### src/rtl/tt_um_nasser_hadi_serial_subtractor.sv
`default_nettype none
// ============================================================================
// Module   : tt_um_nasser_hadi_serial_subtractor
// Purpose  : Bit-serial A - B, LSB first, borrow carried between beats.
//            Optional signed-overflow flag when SERSUB_SIGNED_OVF_EN is defined.
// Revision : 1.0 - initial release
// ============================================================================
module tt_um_nasser_hadi_serial_subtractor (
    input  logic [7:0] ui_in,
    output logic [7:0] uo_out,
    input  logic [7:0] uio_in,
    output logic [7:0] uio_out,
    output logic [7:0] uio_oe,
    input  logic       ena,
    input  logic       clk,
    input  logic       rst_n
);

    typedef enum logic [0:0] {
        ST_IDLE = 1'b0,
        ST_RUN  = 1'b1
    } state_t;

    localparam logic [3:0] C_MAX_BEATS = 4'd8;

    state_t      r_state, w_state_nxt;
    logic        r_d, w_d_nxt;
    logic        r_borrow, w_borrow_nxt;
    logic        r_out_valid, w_out_valid_nxt;
    logic        r_out_last, w_out_last_nxt;
    logic        r_done, w_done_nxt;
    logic        r_len_err, w_len_err_nxt;
    logic [3:0]  r_count, w_count_nxt;
    logic [7:0]  r_result, w_result_nxt;
    logic        w_ovf;

    logic w_a, w_b, w_in_valid, w_in_last, w_clear;
    logic w_start, w_bin, w_diff, w_bout;

    assign w_a        = ui_in[0];
    assign w_b        = ui_in[1];
    assign w_in_valid = ui_in[2];
    assign w_in_last  = ui_in[3];
    assign w_clear    = ui_in[4];

    wire w_unused = &{1'b0, ena, uio_in, ui_in[7:5]};

    // A beat accepted while no frame is open starts a fresh frame with zero borrow-in.
    assign w_start = w_in_valid && (r_state == ST_IDLE);
    assign w_bin   = w_start ? 1'b0 : r_borrow;
    assign w_diff  = w_a ^ w_b ^ w_bin;
    assign w_bout  = (~w_a & w_b) | (~(w_a ^ w_b) & w_bin);

`ifdef SERSUB_SIGNED_OVF_EN
    logic r_ovf, w_ovf_nxt;
    assign w_ovf = r_ovf;
`else
    assign w_ovf = 1'b0;
`endif

    always_comb begin
        w_state_nxt     = r_state;
        w_d_nxt         = r_d;
        w_borrow_nxt    = r_borrow;
        w_out_valid_nxt = 1'b0;
        w_out_last_nxt  = 1'b0;
        w_done_nxt      = r_done;
        w_len_err_nxt   = r_len_err;
        w_count_nxt     = r_count;
        w_result_nxt    = r_result;
`ifdef SERSUB_SIGNED_OVF_EN
        w_ovf_nxt       = r_ovf;
`endif
        if (w_in_valid) begin
            w_state_nxt     = w_in_last ? ST_IDLE : ST_RUN;
            w_d_nxt         = w_diff;
            w_borrow_nxt    = w_bout;
            w_out_valid_nxt = 1'b1;
            w_out_last_nxt  = w_in_last;
            if (w_start) begin
                w_result_nxt  = 8'h00;
                w_count_nxt   = 4'd0;
                w_done_nxt    = 1'b0;
                w_len_err_nxt = 1'b0;
`ifdef SERSUB_SIGNED_OVF_EN
                w_ovf_nxt     = 1'b0;
`endif
            end
            // Beats past capacity only flag the error; the borrow chain still advances.
            if (w_count_nxt == C_MAX_BEATS) begin
                w_len_err_nxt = 1'b1;
            end else begin
                w_result_nxt[w_count_nxt[2:0]] = w_diff;
                w_count_nxt = w_count_nxt + 4'd1;
            end
            if (w_in_last) begin
                w_done_nxt = 1'b1;
`ifdef SERSUB_SIGNED_OVF_EN
                w_ovf_nxt  = (w_a ^ w_b) & (w_a ^ w_diff);
`endif
            end
        end
    end

    always_ff @(posedge clk) begin
        if (!rst_n || w_clear) begin
            r_state     <= ST_IDLE;
            r_d         <= 1'b0;
            r_borrow    <= 1'b0;
            r_out_valid <= 1'b0;
            r_out_last  <= 1'b0;
            r_done      <= 1'b0;
            r_len_err   <= 1'b0;
            r_count     <= 4'd0;
            r_result    <= 8'h00;
`ifdef SERSUB_SIGNED_OVF_EN
            r_ovf       <= 1'b0;
`endif
        end else begin
            r_state     <= w_state_nxt;
            r_d         <= w_d_nxt;
            r_borrow    <= w_borrow_nxt;
            r_out_valid <= w_out_valid_nxt;
            r_out_last  <= w_out_last_nxt;
            r_done      <= w_done_nxt;
            r_len_err   <= w_len_err_nxt;
            r_count     <= w_count_nxt;
            r_result    <= w_result_nxt;
`ifdef SERSUB_SIGNED_OVF_EN
            r_ovf       <= w_ovf_nxt;
`endif
        end
    end

    assign uo_out  = {(r_state == ST_RUN), r_len_err, w_ovf, r_done,
                      r_out_last, r_out_valid, r_borrow, r_d};
    assign uio_out = r_result;
    assign uio_oe  = 8'hFF;

endmodule
`default_nettype wire

### config.mk
export PLATFORM = sky130hd
export DESIGN_NAME = tt_um_nasser_hadi_serial_subtractor
export DESIGN_NICKNAME = d
export VERILOG_FILES = /design/src/rtl/tt_um_nasser_hadi_serial_subtractor.sv
export SDC_FILE = /design/constraint.sdc
export NUM_CORES = 1
export LEC_CHECK = 0
export CAP_MARGIN = 20
export CORE_MARGIN = 8
export CORE_UTILIZATION = 41
export DETAILED_ROUTE_END_ITERATION = 16
export HOLD_SLACK_MARGIN = 0.06
export PLACE_DENSITY = 0.78
export SKIP_CTS_REPAIR_TIMING = 1
export SLEW_MARGIN = 10
export SYNTH_ARGS = -nofsm -noshare
export SYNTH_HDL_FRONTEND = slang
export SYNTH_SLANG_ARGS = --single-unit
### constraint.sdc
create_clock -name clk -period 2.8 [get_ports clk]
set_input_delay 0.56 -clock clk [delete_from_list [all_inputs] [get_ports clk]]
set_output_delay 0.56 -clock clk [all_outputs]
set_load 0.05 [all_outputs]
==> impl_metrics.toml, run 1 <==
[run_status]
run_status = "complete, no violations"

[synthesis]
synthDistinctLibCells = 34
postSynthCellCount = 112
seq_area_frac_synth_pct = 38.29
synth_top_area_share_pct = 38.29
synth.area.top_cells = "dfxtp_1 (38%), buf_4 (13%), a21oi_1 (4.0%), o41ai_4 (2.8%), nand2_1 (2.6%)"
ys_seq_elements = 19
synth_top_cell_by_area = "dfxtp_1"
synthFlopType = "dfxtp_1"
synth-edff-count = 0
syn_area_per_cell_um2 = 8.870
yosysWarnings = 0
netlist_area_um2 = 993.5
synthArstFlopShare_pct = 0

[timing]
rsz0062_at_grt = "no"
report.final.setup_viol = 0
finalCritPeriodShare_pct = 83.68
fin_worst_skew_ps = 7.398
maxSlewHeadroom_pct = 66.58
worst_pin_slew_ps = 499.8
fmax_mhz = 426.8
timing.final.max_slew_violations = 0
fin_tns_setup_ps = 0
fin_crit_ps = 2343
finalHoldViolCount = 0

[cts]
cts_tree = "done"
htree_levels = 1
clk_latency_ps = 310
clock_sinks = 19
cts_buffers = 3
root_buffer = "clkbuf_4"
clkSlewWorstSetupHoldPaths_ps = 110
cts_buffer_depth = 2

[worst_setup_path]
end_kind = "primary output"
crit_family = "buffers and inverters"
crit_buf_inv = 1
path_cells = "clkdlybuf4s50_1"
worstSetupPathType = "flop to primary output"
cp_slowest_cell = "clkdlybuf4s50_1"
crit_fanout = 11
start_kind = "flop"
crit_arrival_ps = 1780
required_ps = 2240
max_stage_delay_ps = 890

[power]
peakVddDrop_mv = 0.2387
seq_power_share_pct = 54.6
p_per_area_mw_per_mm2 = 448.5
swShare_pct = 30.81
combPwrFrac_pct = 17.4
p_clk_share_pct = 28.0
p_int_uw = 354.8
power.leakage_uw = 0.0004129
switchingPower_uw = 158.0

[route]
vias = 791
dr.pass1.iters = 4
post_drt_wl_per_cell_um = 13.69
vias_per_cell = 5.170
drt_iter0_drc = 32
wl_mm = 2.094
antenna_left = 0
drc_errors = 0

[floorplanning]
ios = 43
die_w_um = 65.23
coreArea_mm2 = 0.002387
dieArea_mm2 = 0.004254
initial_core_util_pct = 41.61
die_h_um = 65.23
row_count = 18

[final_layout]
nets = 144
syn2layout_area_growth_pct = 15.11
antenna_cells = 0
fin_cells = 153
multi_input_area_um2 = 451.7
register_area_um2 = 380.4
nFillCells = 243
layout-drive-gt1-share_pct = 5.691

[global_route]
grt_pass1_wl_mm = 3.532
grt_max_degree = 22
grt_antenna_before_repair = 0
gr-total-overflow = 0
track_usage_pct = 10.38
grt_pass1_vias = 795

[worst_hold_path]
hp-class = "flop to flop"

[run]
max-cap-violations = 0

[placement]
gp_congestion = 0.8102
post-dp-hpwl_mm = 1.589
placed_cells = 149
port_buffers = 21
-- layer usage --
layer | vias up | GRT usage [%] | share of wire, % | routed length (µm)
li1 | 391 | - | - | -
met3 | 7 | 3.231 | 7.2 | 151
met5 | - | 0 | 0 | 0
met4 | 0 | 9.264 | 4.1 | 85
met2 | 29 | 16.36 | 48 | 1015
met1 | 364 | 10.97 | 40 | 842
-- sequential cells by signal (all words and copies together), names as in the netlist --
register	flops
r_len_err	1
uio_out	8
r_d	1
r_out_valid	1
r_count	4
r_borrow	1
r_out_last	1
r_state	1
r_done	1
-- placed cells by master (no fill, tap or decap) --
cell / instances
and4b_1: 1
a21o_1: 1
a22oi_1: 1
nand4b_1: 1
or3_1: 1
nor2b_1: 3
nand3_1: 4
or3b_1: 1
inv_1: 5
a21oi_1: 8
nor3_1: 1
conb_1: 9
clkbuf_4: 3
a311oi_1: 3
and2_1: 2
o311ai_0: 3
clkinvlp_4: 1
or4_1: 1
dfxtp_1: 19
a211oi_1: 1
o41ai_4: 1
nand2b_1: 2
nor2_1: 7
mux2i_1: 2
nand2_1: 7
a31oi_1: 3
fa_1: 1
o21ai_0: 3
a21boi_0: 1
clkdlybuf4s50_1: 21
and2b_1: 1
buf_4: 2
and3_1: 1
o32ai_1: 2
-- per-stage QoR --
| stage | worst slack, ps | power (µW) | util [%] | hold slack [ps] | instance area (µm²) |
|---|---|---|---|---|---|
| after floorplan | 649.4 | 364.7 | - | 438.0 | 1020 |
| after global placement | 273.0 | 373.2 | 46.65 | 454.9 | 1114 |
| after detailed placement | 271.4 | 374.8 | 46.65 | 474.5 | 1114 |
| after CTS | 447.2 | 516.1 | 47.90 | 493.8 | 1144 |
| after global routing | 375.5 | 531.2 | 47.90 | 516.3 | 1144 |
| final | 456.9 | 512.9 | 47.90 | 487.3 | 1144 |
-- cell families after synthesis --
family	Yosys count	synth area share, %
DFF	19	38.29
buffers and inverters	28	18.89
AOI/OAI and AO/OA	27	20.28
muxes	2	2.015
adders and majority gates	1	2.015
other	2	0.7559
and+or+nand+nor	33	17.76
-- power by group through the flow --
stage / clock [µW] / sequential (µW) / combinational, µW
after floorplan: 0 / 285 / 79.3
after global placement: 0 / 285 / 87.7
after detailed placement: 0 / 286 / 88.8
after CTS: 147 / 280 / 88.9
after global routing: 156 / 281 / 94.8
final: 144 / 280 / 89.3
-- final cells by class --
cell class,count,share of cell area [%]
Timing Repair Buffer,23,19.69
Sequential cell,19,33.26
Inverter,5,1.641
Clock buffer,3,1.969
Tap cell,30,3.282
Clock inverter,1,0.6565
Multi-Input combinational cell,72,39.50
-- final timing paths --
| kind | startpoint | to | cells after the start | slack [ps] |
|---|---|---|---|---|
| worst max-delay path | r_state | uo_out[7] | 1 | 460 |
| worst min-delay path | r_len_err | r_len_err | 2 | 490 |
| worst max register to register | r_state | uio_out[3] | 5 | 720 |
| worst min register to register | r_len_err | r_len_err | 2 | 490 |
-- synth_stat cells, types with 2 or more instances --
cell type   n
buf_2       3
and2_1      2
o311ai_0    3
nand2b_1    2
nor2_1      7
o21ai_0     3
a21oi_1     8
inv_1       5
a311oi_1    3
o32ai_1     2
a31oi_1     3
nor2b_1     3
nand2_1     7
dfxtp_1    19
buf_4      17
conb_1      2
buf_6       2
nand3_1     4
mux2i_1     2
No activity file was read; power rests on OpenSTA's default activity.
==> run 2, diff against run 1 <==
- clock period: 2.8 -> 2.2 ns (I/O delays scaled with it)
==> run 2 against run 1 <==
  * First-iteration DRC count increased by 78%
  * Combinational power increased by 34%
  * Non-clock buffer count up 3
  * Core utilization up 0.73 points
  * Clock power increased by 25%
  * Routed wire length increased by 0.53%
  * Die area is the same
  * Via count increased by 3.8%
  * Critical path depth rose by 5
==> impl_metrics.toml, run 2 (synthesis gave the netlist of run 1 again) <==
[timing]
maxSlewHeadroom_pct = 66.39
report.final.setup_viol = 0
fin_worst_skew_ps = 8.207
worst_slack_ps = 121.2
fmax_mhz = 481.0
finalHoldViolCount = 0
rsz0062_at_grt = "no"
finalCritPeriodShare_pct = 94.49
fin_crit_ps = 2079
timing.final.max_slew_violations = 0
worst_pin_slew_ps = 502.6

[placement]
place_area_mm2 = 0.001134
post-place-ws_ps = -202.4
gp_congestion = 0.8139
port_buffers = 21
post-dp-hpwl_mm = 1.585
placed_cells = 152

[floorplanning]
ios = 43
row_count = 18
die_w_um = 65.23
die_h_um = 65.23
dieArea_mm2 = 0.004254
initial_core_util_pct = 41.61
coreArea_mm2 = 0.002387

[worst_setup_path]
required_ps = 2440
start_kind = "input pin"
end_kind = "flop"
crit_fanout = 6
crit_arrival_ps = 2320
worstSetupPathType = "input pin to flop"

[final_layout]
nFillCells = 242
syn2layout_area_growth_pct = 16.88
layout-drive-gt1-share_pct = 8.730
final_cell_mix = "clkdlybuf4s50_1 (20), dfxtp_1 (19), conb_1 (9)"
final_common_cell = "clkdlybuf4s50_1"
largest_reg_flops = 8
multi_input_area_um2 = 451.7
nets = 147
design_area_mm2 = 0.001161
antenna_cells = 0
fin_cells = 156
register_area_um2 = 380.4

[global_route]
grt_antenna_before_repair = 0
top_usage_layer = "met2"
track_usage_pct = 10.44
grt_pass1_wl_mm = 3.532
use_met3_pct = 3.061
grtUsageMet1_pct = 10.23
use_met2_pct = 17.71
grt_max_degree = 22
gr-total-overflow = 0
grt_pass1_vias = 842

[power]
power.leakage_uw = 0.0004332
p_per_area_mw_per_mm2 = 563.3
peakVddDrop_mv = 0.2502

[route]
antenna_left = 0
post_drt_wl_per_cell_um = 13.49
dr.pass1.iters = 4
vias = 821
drc_errors = 0
wl_mm = 2.105
drt_iter0_drc = 57
vias_per_cell = 5.263

[worst_hold_path]
hp-class = "flop to flop"

[cts]
htree_levels = 1
cts_tree = "done"
root_buffer = "clkbuf_4"
clkSlewWorstSetupHoldPaths_ps = 110
clock_sinks = 19
cts_buffer_depth = 2
cts_buffers = 3
clk_latency_ps = 300

[run_status]
run_status = "complete, no violations"

[run]
max-cap-violations = 0
-- run 2: changes by cell type in the layout (fill, tap and decap cells not counted), sizes merged --
cell           before  now
clkinvlp            1    0
clkinv              0    1
clkdlybuf4s50      21   20
buf                 2    6
-- run 2: critical path: stages --
cell and delay [ps]:
clkdlybuf4s50_1 510, nand2b_1 80, and2_1 170, fa_1 540, or3b_1 410, a31oi_1 160
-- run 2: power breakdown --
part           switching [µW]  internal [µW]  leakage, µW
Combinational            83.2           36.8     0.000262
Sequential               4.88            349     0.000154
Clock                     112           67.8    0.0000177
-- run 2: per-stage QoR --
| step | utilization (%) | total power [µW] | hold WS, ps | setup TNS, ps |
|---|---|---|---|---|
| after floorplan | - | 464.1 | 438.0 | 0 |
| after global placement | 47.48 | 480.1 | 453.9 | -814.5 |
| after detailed placement | 47.48 | 481.8 | 474.9 | -968.1 |
| after CTS | 48.64 | 657.6 | 491.3 | 0 |
| after global routing | 48.64 | 684.8 | 513.5 | 0 |
| final | 48.64 | 654.1 | 483.1 | 0 |
-- run 2: final timing paths --
check              from          to  slack, ps  cells after the start
min          uio_out[7]  uio_out[7]        480                      2
max reg2reg     r_state  uio_out[3]        390                      5
min reg2reg  uio_out[7]  uio_out[7]        480                      2
max            ui_in[2]  uio_out[3]        120                      6
-- run 2: final cells by class --
cell class                 instances  share of cell area [%]
clock buffer                       3                   1.940
inverter                           5                   1.616
multi-input combinational         72                   38.90
timing repair buffer              26                   21.12
tap                               30                   3.233
sequential                        19                   32.76
clock inverter                     1                  0.4310
-- run 2: per-layer routing --
metal / vias up / share of wire [%]
met2: 26 / 52
li1: 395 / -
met4: 0 / 2.4
met5: - / 0
met1: 395 / 39
met3: 5 / 6.4
